`src/rtl/ex_wb_stage.sv`:
```
// ex_wb_stage: execute stage and EX/WB pipeline register of the 8-bit core.
//
// Takes the registered ID/EX outputs and does the following:
// - Performs MOVI/ADD/SUB.
// - Forwards the previous result into operand A.
// - Resolves JMP.
// - After a taken jump, turns the next SQUASH_DEPTH instructions into bubbles.
//
// All outputs are registered, so latency is one cycle.
//
// Ports:
//   clk, reset          clock; synchronous active-high reset
//   num1                rs register value from ID/EX
//   ImmData_out         immediate operand
//   inst_code_idex_out  [7:6] opcode, [5:3] rd, [2:0] rs
//   j_adr_out           jump address field (low 6 bits of target)
//   PCline_idex_out     PC of the instruction (upper 2 bits form target page)
//   PCsrc_idex_out      0 = jump candidate, 1 = sequential
//   Sel1_idex_out       1 = operand A from register/forward path, 0 = zero
//   RegWrite_idex_out   write enable from decode
//   WriteData_exwb_out  writeback data
//   WriteReg_exwb_out   writeback destination register
//   RegWrite_exwb_out   writeback enable
//   jump_taken, flush   one-cycle pulses on a taken jump
//   jump_target         {PCline[7:6], j_adr}; holds until the next taken jump
//   carry_flag          carry (ADD) or borrow (SUB) of the last ADD/SUB
//   zero_flag           result == 0 of the last ADD/SUB
module ex_wb_stage #(
  parameter int unsigned SQUASH_DEPTH = 2
) (
  input  logic       clk,
  input  logic       reset,
  input  logic [7:0] num1,
  input  logic [7:0] ImmData_out,
  input  logic [7:0] inst_code_idex_out,
  input  logic [5:0] j_adr_out,
  input  logic [7:0] PCline_idex_out,
  input  logic       PCsrc_idex_out,
  input  logic       Sel1_idex_out,
  input  logic       RegWrite_idex_out,
  output logic [7:0] WriteData_exwb_out,
  output logic [2:0] WriteReg_exwb_out,
  output logic       RegWrite_exwb_out,
  output logic       jump_taken,
  output logic [7:0] jump_target,
  output logic       flush,
  output logic       carry_flag,
  output logic       zero_flag
);

  typedef enum logic [1:0] {
    OpMovi = 2'b00,
    OpAdd  = 2'b01,
    OpSub  = 2'b10,
    OpJmp  = 2'b11
  } opcode_e;

  localparam logic [1:0] SquashLoad = 2'(SQUASH_DEPTH);

  // Pipeline state
  logic [7:0] write_data_q, write_data_d;
  logic [2:0] write_reg_q, write_reg_d;
  logic       reg_write_q, reg_write_d;
  logic       jump_taken_q, jump_taken_d;
  logic [7:0] jump_target_q, jump_target_d;
  logic       flush_q, flush_d;
  logic       carry_q, carry_d;
  logic       zero_q, zero_d;
  logic [1:0] squash_cnt_q, squash_cnt_d;

  // Decode fields
  opcode_e    opcode;
  logic [2:0] rd;
  logic [2:0] rs;

  assign opcode = opcode_e'(inst_code_idex_out[7:6]);
  assign rd     = inst_code_idex_out[5:3];
  assign rs     = inst_code_idex_out[2:0];

  // Operand A with forwarding from the instruction now in EX/WB. A bubble
  // leaves reg_write_q low, so it never acts as a forwarding source.
  logic       fwd;
  logic [7:0] a_raw;
  logic [7:0] op_a;
  logic       squashed;

  assign fwd      = reg_write_q && (write_reg_q == rs);
  assign a_raw    = fwd ? write_data_q : num1;
  assign op_a     = Sel1_idex_out ? a_raw : 8'h00;
  assign squashed = (squash_cnt_q != 2'd0);

  // Zero-extend both operands to 9 bits: bit 8 is the carry for ADD and the
  // borrow (op_a < imm) for SUB.
  logic [8:0] sum;
  logic [8:0] diff;

  assign sum  = {1'b0, op_a} + {1'b0, ImmData_out};
  assign diff = {1'b0, op_a} - {1'b0, ImmData_out};

  always_comb begin
    write_data_d  = write_data_q;
    write_reg_d   = write_reg_q;
    reg_write_d   = 1'b0;
    jump_taken_d  = 1'b0;
    jump_target_d = jump_target_q;
    flush_d       = 1'b0;
    carry_d       = carry_q;
    zero_d        = zero_q;
    squash_cnt_d  = squash_cnt_q;

    if (squashed) begin
      // Wrong-path bubble. A jump here is ignored, so the window cannot be
      // extended.
      squash_cnt_d = squash_cnt_q - 2'd1;
    end else begin
      unique case (opcode)
        OpMovi: begin
          write_data_d = ImmData_out;
          write_reg_d  = rd;
          reg_write_d  = RegWrite_idex_out;
        end
        OpAdd: begin
          write_data_d = sum[7:0];
          write_reg_d  = rd;
          reg_write_d  = RegWrite_idex_out;
          carry_d      = sum[8];
          zero_d       = (sum[7:0] == 8'h00);
        end
        OpSub: begin
          write_data_d = diff[7:0];
          write_reg_d  = rd;
          reg_write_d  = RegWrite_idex_out;
          carry_d      = diff[8];
          zero_d       = (diff[7:0] == 8'h00);
        end
        OpJmp: begin
          if (!PCsrc_idex_out) begin
            jump_taken_d  = 1'b1;
            flush_d       = 1'b1;
            jump_target_d = {PCline_idex_out[7:6], j_adr_out};
            squash_cnt_d  = SquashLoad;
          end
        end
        default: ;
      endcase
    end
  end

  always_ff @(posedge clk) begin
    if (reset) begin
      write_data_q  <= 8'h00;
      write_reg_q   <= 3'd0;
      reg_write_q   <= 1'b0;
      jump_taken_q  <= 1'b0;
      jump_target_q <= 8'h00;
      flush_q       <= 1'b0;
      carry_q       <= 1'b0;
      zero_q        <= 1'b0;
      squash_cnt_q  <= 2'd0;
    end else begin
      write_data_q  <= write_data_d;
      write_reg_q   <= write_reg_d;
      reg_write_q   <= reg_write_d;
      jump_taken_q  <= jump_taken_d;
      jump_target_q <= jump_target_d;
      flush_q       <= flush_d;
      carry_q       <= carry_d;
      zero_q        <= zero_d;
      squash_cnt_q  <= squash_cnt_d;
    end
  end

  assign WriteData_exwb_out = write_data_q;
  assign WriteReg_exwb_out  = write_reg_q;
  assign RegWrite_exwb_out  = reg_write_q;
  assign jump_taken         = jump_taken_q;
  assign jump_target        = jump_target_q;
  assign flush              = flush_q;
  assign carry_flag         = carry_q;
  assign zero_flag          = zero_q;

endmodule

```
`config.mk`:
```
export PLATFORM = sky130hd
export DESIGN_NAME = ex_wb_stage
export DESIGN_NICKNAME = d
export VERILOG_FILES = /design/src/rtl/ex_wb_stage.sv
export SDC_FILE = /design/constraint.sdc
export NUM_CORES = 1
export LEC_CHECK = 0
export ABC_AREA = 1
export BUFFER_PORTS_ARGS = -buffer_cell sky130_fd_sc_hd__clkbuf_2
export CORE_MARGIN = 2
export CORE_UTILIZATION = 47
export DETAILED_ROUTE_END_ITERATION = 6
export GPL_ROUTABILITY_DRIVEN = 0
export PLACE_DENSITY = 0.86
export SETUP_SLACK_MARGIN = 0.2
export SYNTH_ARGS = -nofsm -noshare
export SYNTH_HDL_FRONTEND = slang
export SYNTH_SLANG_ARGS = --single-unit
```
`constraint.sdc`:
```
create_clock -name clk -period 2.35 [get_ports clk]
set_input_delay 0.235 -clock clk [delete_from_list [all_inputs] [get_ports clk]]
set_output_delay 0.235 -clock clk [all_outputs]
set_load 0.03 [all_outputs]
```
---- Word level (Yosys, flattened, before mapping) ----
Cells that the tools add are included.
cells by class
  add/subtract/negate cells ............... 3
  multiply operators ...................... 0
  divide/modulo/power cells ............... 0
  magnitude comparators ................... 0
  eq/ne operators ......................... 5
  shift operators ......................... 0
  muxes and demuxes ....................... 9
  bitwise operators ....................... 4
  reduce and logical (&&, ||, !) cells .... 16
operators by type and width
  kind                                                                   number
  8-bit one-hot mux with 3 select lines                                  1
  8-bit logical NOT                                                      2
  8-bit two-way mux                                                      2
  8-bit by 8-bit adder with 9-bit output                                 1
  3-bit OR reduction                                                     3
  8-bit by 8-bit subtractor with 9-bit output                            1
  2-bit AND reduction                                                    4
  2-bit two-way mux                                                      3
  2-bit nonzero test                                                     3
  2-bit equality test, second input constant                             2
  1-bit NOT                                                              4
  1-bit one-hot mux with 2 select lines                                  2
  3-bit equality test                                                    1
  3-bit AND reduction                                                    1
  3-bit nonzero test                                                     1
  2-bit by 1-bit equality test with 1-bit output, second input constant  1
  2-bit logical NOT                                                      1
  2-bit by 1-bit != test with 1-bit output, second input constant        1
  2-bit by 1-bit subtractor with 2-bit output, second input constant     1
  1-bit logical AND                                                      1
  1-bit two-way mux                                                      1
storage, ports and cells
  register bits ........................... 25
  latch bits .............................. 0
  RAM bits ................................ 0
  bits in read-only memories .............. 0
  input port bits ......................... 43
  output and inout bits ................... 24
  logic and storage cells ................. 45
  memories kept ........................... 0

---- Logic depth before layout (Yosys ltp) ----
  word-level depth ........................ 7
  depth in mapped cells ................... 24
  mapped depth without buffers ............ 24

---- Worst setup path after synthesis ----
OpenSTA, ideal clock, no wires.
  path type ............................... register to register
  start point ............................. register write_reg_q[1], in the netlist WriteReg_exwb_out[1]
  end point ............................... register zero_q, in the netlist zero_flag
  arrival ................................. 2.604 ns
  data required time ...................... 2.233 ns
  setup slack ............................. -0.371 ns
  cell stages (with the launch flop) ...... 23
  path buffers ............................ 0
  clock period less this slack ............ 2.721 ns
  path through ............................ dfxtp_1 > inv_1 > nand2_2 > nand2_2 > nor2_4 > nand2_4 > inv_1 > nor2_1 > nor2_1 > ha_1 > inv_1 > nand3_1 > and2_1 > inv_1 > nand2_1 > nand2_2 > nand3_1 > nand3_1 > nand2_1 > nand3_1 > nand2_1 > nor2_1 > nor2_1
on the way
  cells in the longest elaborated chain, start to end .. 7
  elaborated cells on any way between the ends .. 9
  classes of those cells .................. 2 x add/sub; 1 x eq/ne; 3 x mux; 3 x reduce/logical
RTL lines
  item                                                                                                   line      RTL
  start, declared                                                                                        62        logic [2:0] write_reg_q, write_reg_d;
  start signal, assigned                                                                                 162       write_reg_q <= write_reg_d;
  3-bit equality test (*)                                                                                87        assign fwd = reg_write_q && (write_reg_q == rs);
  1-bit logical AND (*)                                                                                  87
  8-bit two-way mux (*)                                                                                  88        assign a_raw = fwd ? write_data_q : num1;
  8-bit two-way mux (*)                                                                                  89        assign op_a = Sel1_idex_out ? a_raw : 8'h00;
  8-bit by 8-bit subtractor with 9-bit output or 8-bit by 8-bit adder with 9-bit output (tied branches)  98, 97
  8-bit logical NOT (on tied branches)                                                                   134, 127
  1-bit one-hot mux with 2 select lines (*)                                                              116       unique case (opcode)
  end signal, assigned                                                                                   168       zero_q <= zero_d;
  end, declared                                                                                          68        logic zero_q, zero_d;
Mark *: on every way between the ends. The rest lies on a longest branch, timed or not.
A chain may end at the register's enable or synchronous reset.

---- Final worst setup path ----
  start point ............................. register write_reg_q[0], in the netlist WriteReg_exwb_out[0]
  end point ............................... register zero_q, in the netlist zero_flag
The elaborated chain is that of the path after synthesis.

==> results summary <==
The highest attainable clock frequency is ~400 MHz. The final cell count without fillers came out at 486. The initial DRC count is roughly 180. The sequential cell area is 513 um^2. The run finished, with violations left.

Synthesis produced 347 cells. The first-pass GRT wire length came out at between 10 and 15 mm. At the pin with the least slew margin, the transition time is 0.447 ns. The share of synthesized area in the top cell type comes to 0.229.

After detailed routing, the number of vias per cell comes to ~5.4. The worst setup path is launched from a flip-flop. In this run the number of H-tree levels came out at 1. The worst hold path terminates at RegWrite_exwb_out. Setup repair after global routing could not meet its margin everywhere. The multi-input gate area in the final layout is roughly 1700 um^2.

Of all nets on the critical path, the largest fanout is 5. The final max-slew violation count came out at 0. The number of different library cells in the post-synthesis netlist came out at 33. In this run the tool buffered the top-level ports with 60 buffer cells. The aggregate negative setup slack is -0.654 ns. Hold repair after CTS inserted 0 buffers. The half-perimeter wire length after placement is about 4.9 mm. The worst register-to-register path begins at WriteReg_exwb_out[0]. The area of the core is 4410 um^2. The total placed cells including tap cells is roughly 470. The count of maximum capacitance violations came out at 0. The share of the yosys chip area belonging to registers came out at 0.229.

The diode insertion count for antenna repair came out at 0. The final global-route overflow total is 0. Yosys attributes the largest share of cell area to sky130_fd_sc_hd__dfxtp_1 (23%), sky130_fd_sc_hd__nand2_1 (10%), sky130_fd_sc_hd__inv_1 (9.3%). The number of cells traversed by the worst hold path came out at 3. TritonCTS built the clock tree. The total power density per cell area came out at just under 700 nW/um^2. The min-delay analysis places its worst path in the category input pin to flip-flop. The deepest clock path buffer count is 2.

Across every metal layer, demand over resource in global routing totals 0.245. The clock period minus final worst setup slack is about 2.5 ns. The number of vias in the routed layout is 2638. The first TritonRoute pass finished after 5 iterations.

In the synthesized netlist, the cells that appear most often are sky130_fd_sc_hd__nand2_1 (61), sky130_fd_sc_hd__inv_1 (54), sky130_fd_sc_hd__nor2_1 (49). The part of the cycle the worst path needs is 1.07. The register bit count reported by yosys is 25.

The number of fillers in the final layout is approximately 340. The data required time of the critical path came out at around 2.6 ns. The total setup violations reported at the end of the flow came out at 7. The floorplan step defined a die boundary enclosing approximately 5200 um^2. The post-route clock skew is 0.00437 ns. Before CTS, the worst setup slack after placement is -0.266 ns. The top-level I/O count is 67.

The TritonCTS buffer count is 3. The kind of critical path is flip-flop to flip-flop. The setup check on the worst reg-to-reg path leaves a slack of -0.16 ns.

The worst setup path is captured at a flip-flop. The total count of hold-check failures in the final report is 0. The critical path arrival is approximately 2.7 ns. The area of the mapped netlist is about 2200 um^2. Compared with the post-synthesis result, the final layout area differs by 38.2%.

The via count of the first global-routing pass came out at about 2400. The proportion of layout cells with a drive suffix above 1 came out at 0.419. The overall die width is around 72 um. The headroom to the max-slew limit is 0.702.

The worst hold path begins at RegWrite_idex_out. The antenna violation net count after detailed routing is 0. The tree is rooted in a sky130_fd_sc_hd__clkbuf_8. The number of antenna violations at the first check in global routing was 0. The mean area per synthesized cell is about 6.3 um^2. The total length of routed wires came out at ~6.4 mm.

The largest net degree at the start of global routing came out at 18. The checks that failed: negative setup slack. The length in cells of the worst reg-to-reg path came out at 20. Counting flops with a built-in enable in the synthesized netlist gives 0. The die height is a little over 70 um. The clock net in this run drives a total of 25 sinks. The most instantiated library cell after synthesis is sky130_fd_sc_hd__nand2_1. For this configuration, the core starts out at a cell density of 0.495. The total leakage power came out at 1.59 nW.

The insertion delay to the later sink of the worst-skew pair is around 0.27 ns. The endpoint identified for the worst register-to-register timing path is zero_flag. Across all setup checks in the final design, the least slack found is -0.161 ns.

The proportion of synthesized flip-flops having asynchronous set or reset came out at 0. The total of warnings raised by yosys came out at 0. The worst hold slack across all endpoints came out at 0.161 ns. For this run, the leading register cell type out of synthesis is sky130_fd_sc_hd__dfxtp_1.

The clock edge transition at the registers on the reported setup and hold paths came out at around 0.09 ns. The count of unresolved DRC violations after routing came out at 0. The final-stage net count is between 400 and 500. The synthesized net count is 408. Summed over all instances, the cell type with the most area after synthesis is sky130_fd_sc_hd__dfxtp_1.

The highest ir drop seen on vdd is a little over 0.5 mV. Dividing the detail-routed wire length by the instance count gives approximately 13 um. The initialized floorplan defines 24 standard-cell rows.
-- where the power goes --
part / switching [mW] / total (mW) / internal [mW]
clock network: 0.140 / 0.259 / 0.119
logic: 0.770 / 1.22 / 0.450
registers: 0.0776 / 0.620 / 0.542
total: 0.988 / 2.10 / 1.11
-- logic make-up (layout without fill, tap and decap cells) --
logic type,after synthesis,count (layout),share of synthesized area
simple gates,177,177,0.384
compound gates,60,60,0.150
fa+ha+maj,18,18,0.110
xor+xnor,4,4,0.0160
buf+inv,63,150,0.110
flops,25,25,0.229
-- worst max path at each step --
stage / cells after the start / startpoint / to
after floorplan: 21 / WriteReg_exwb_out[2] / zero_flag
after global placement: 26 / inst_code_idex_out[1] / WriteData_exwb_out[5]
after detailed placement: 22 / inst_code_idex_out[1] / zero_flag
after CTS: 21 / WriteReg_exwb_out[1] / zero_flag
after global routing: 19 / WriteReg_exwb_out[1] / zero_flag
final: 20 / WriteReg_exwb_out[0] / zero_flag
-- critical path: stages (launching register included) --
cell and delay (ns):
sky130_fd_sc_hd__dfxtp_4 0.36, sky130_fd_sc_hd__nand2_1 0.07, sky130_fd_sc_hd__nand2_2 0.07, sky130_fd_sc_hd__nor2_4 0.14
sky130_fd_sc_hd__nand2_4 0.09, sky130_fd_sc_hd__inv_4 0.06, sky130_fd_sc_hd__nor2_2 0.03, sky130_fd_sc_hd__nor3_2 0.15
sky130_fd_sc_hd__inv_1 0.09, sky130_fd_sc_hd__ha_2 0.18, sky130_fd_sc_hd__inv_2 0.05, sky130_fd_sc_hd__fa_2 0.42
sky130_fd_sc_hd__inv_2 0.07, sky130_fd_sc_hd__nand3_2 0.05, sky130_fd_sc_hd__nor2_1 0.10, sky130_fd_sc_hd__nand2_1 0.06
sky130_fd_sc_hd__nor2_1 0.11, sky130_fd_sc_hd__nand3_1 0.09, sky130_fd_sc_hd__nor2_1 0.11, sky130_fd_sc_hd__nor2_1 0.05
sky130_fd_sc_hd__nor2_1 0.09
-- timing repair --
action / in CTS / in global routing
setup buffers: 8 / 1
gates resized for setup: 27 / 26
setup endpoints to repair: 9 / 9
pin swaps: 21 / 19
-- registers in the layout, indices dropped and copies added (netlist names) --
register / count
squash_cnt_q: 2
flush: 1
WriteData_exwb_out: 8
zero_flag: 1
RegWrite_exwb_out: 1
WriteReg_exwb_out: 3
jump_target: 8
carry_flag: 1
-- metrics by stage --
stage	area (um^2)	util	total power [mW]
final	3020	0.685	2.10
after CTS	2910	0.660	2.04
after global placement	2720	0.616	1.68
after detailed placement	2720	0.616	1.72
after floorplan	2230	-	1.35
after global routing	3020	0.685	2.25
-- area by class of cell --
type | instances | area share
sequential | 25 | 0.170
inverter | 57 | 0.0725
clock buffer | 3 | 0.0137
clock inverter | 1 | 0.00166
timing repair buffer | 89 | 0.174
multi-input combinational | 259 | 0.547
tap | 52 | 0.0215
-- cell usage in the layout (no fill, tap or decap), types with 3 or more instances in the layout --
cell,instances
sky130_fd_sc_hd__clkbuf_8,3
sky130_fd_sc_hd__ha_1,10
sky130_fd_sc_hd__nor2_4,3
sky130_fd_sc_hd__dfxtp_1,21
sky130_fd_sc_hd__clkinv_1,3
sky130_fd_sc_hd__nand3b_1,3
sky130_fd_sc_hd__ha_2,3
sky130_fd_sc_hd__nand4_1,6
sky130_fd_sc_hd__nand2_1,49
sky130_fd_sc_hd__o21ai_0,20
sky130_fd_sc_hd__nand3_2,15
sky130_fd_sc_hd__nand2_2,27
sky130_fd_sc_hd__clkbuf_2,60
sky130_fd_sc_hd__dfxtp_4,3
sky130_fd_sc_hd__a21oi_2,6
sky130_fd_sc_hd__inv_1,45
sky130_fd_sc_hd__nand3_1,17
sky130_fd_sc_hd__buf_4,27
sky130_fd_sc_hd__inv_2,7
sky130_fd_sc_hd__nor2_2,7
sky130_fd_sc_hd__nor2_1,43
sky130_fd_sc_hd__a21oi_1,20
sky130_fd_sc_hd__ha_4,3
sky130_fd_sc_hd__o21ai_1,7
-- metal layers --
layer,part of all wire,global-route usage,vias to the layer above
li1,-,-,1282
met1,0.40,0.302,1190
met2,0.49,0.434,147
met3,0.091,0.0389,19
met4,0.021,0.0755,0
met5,0,0,-
(Power assumes the default switching activity.)
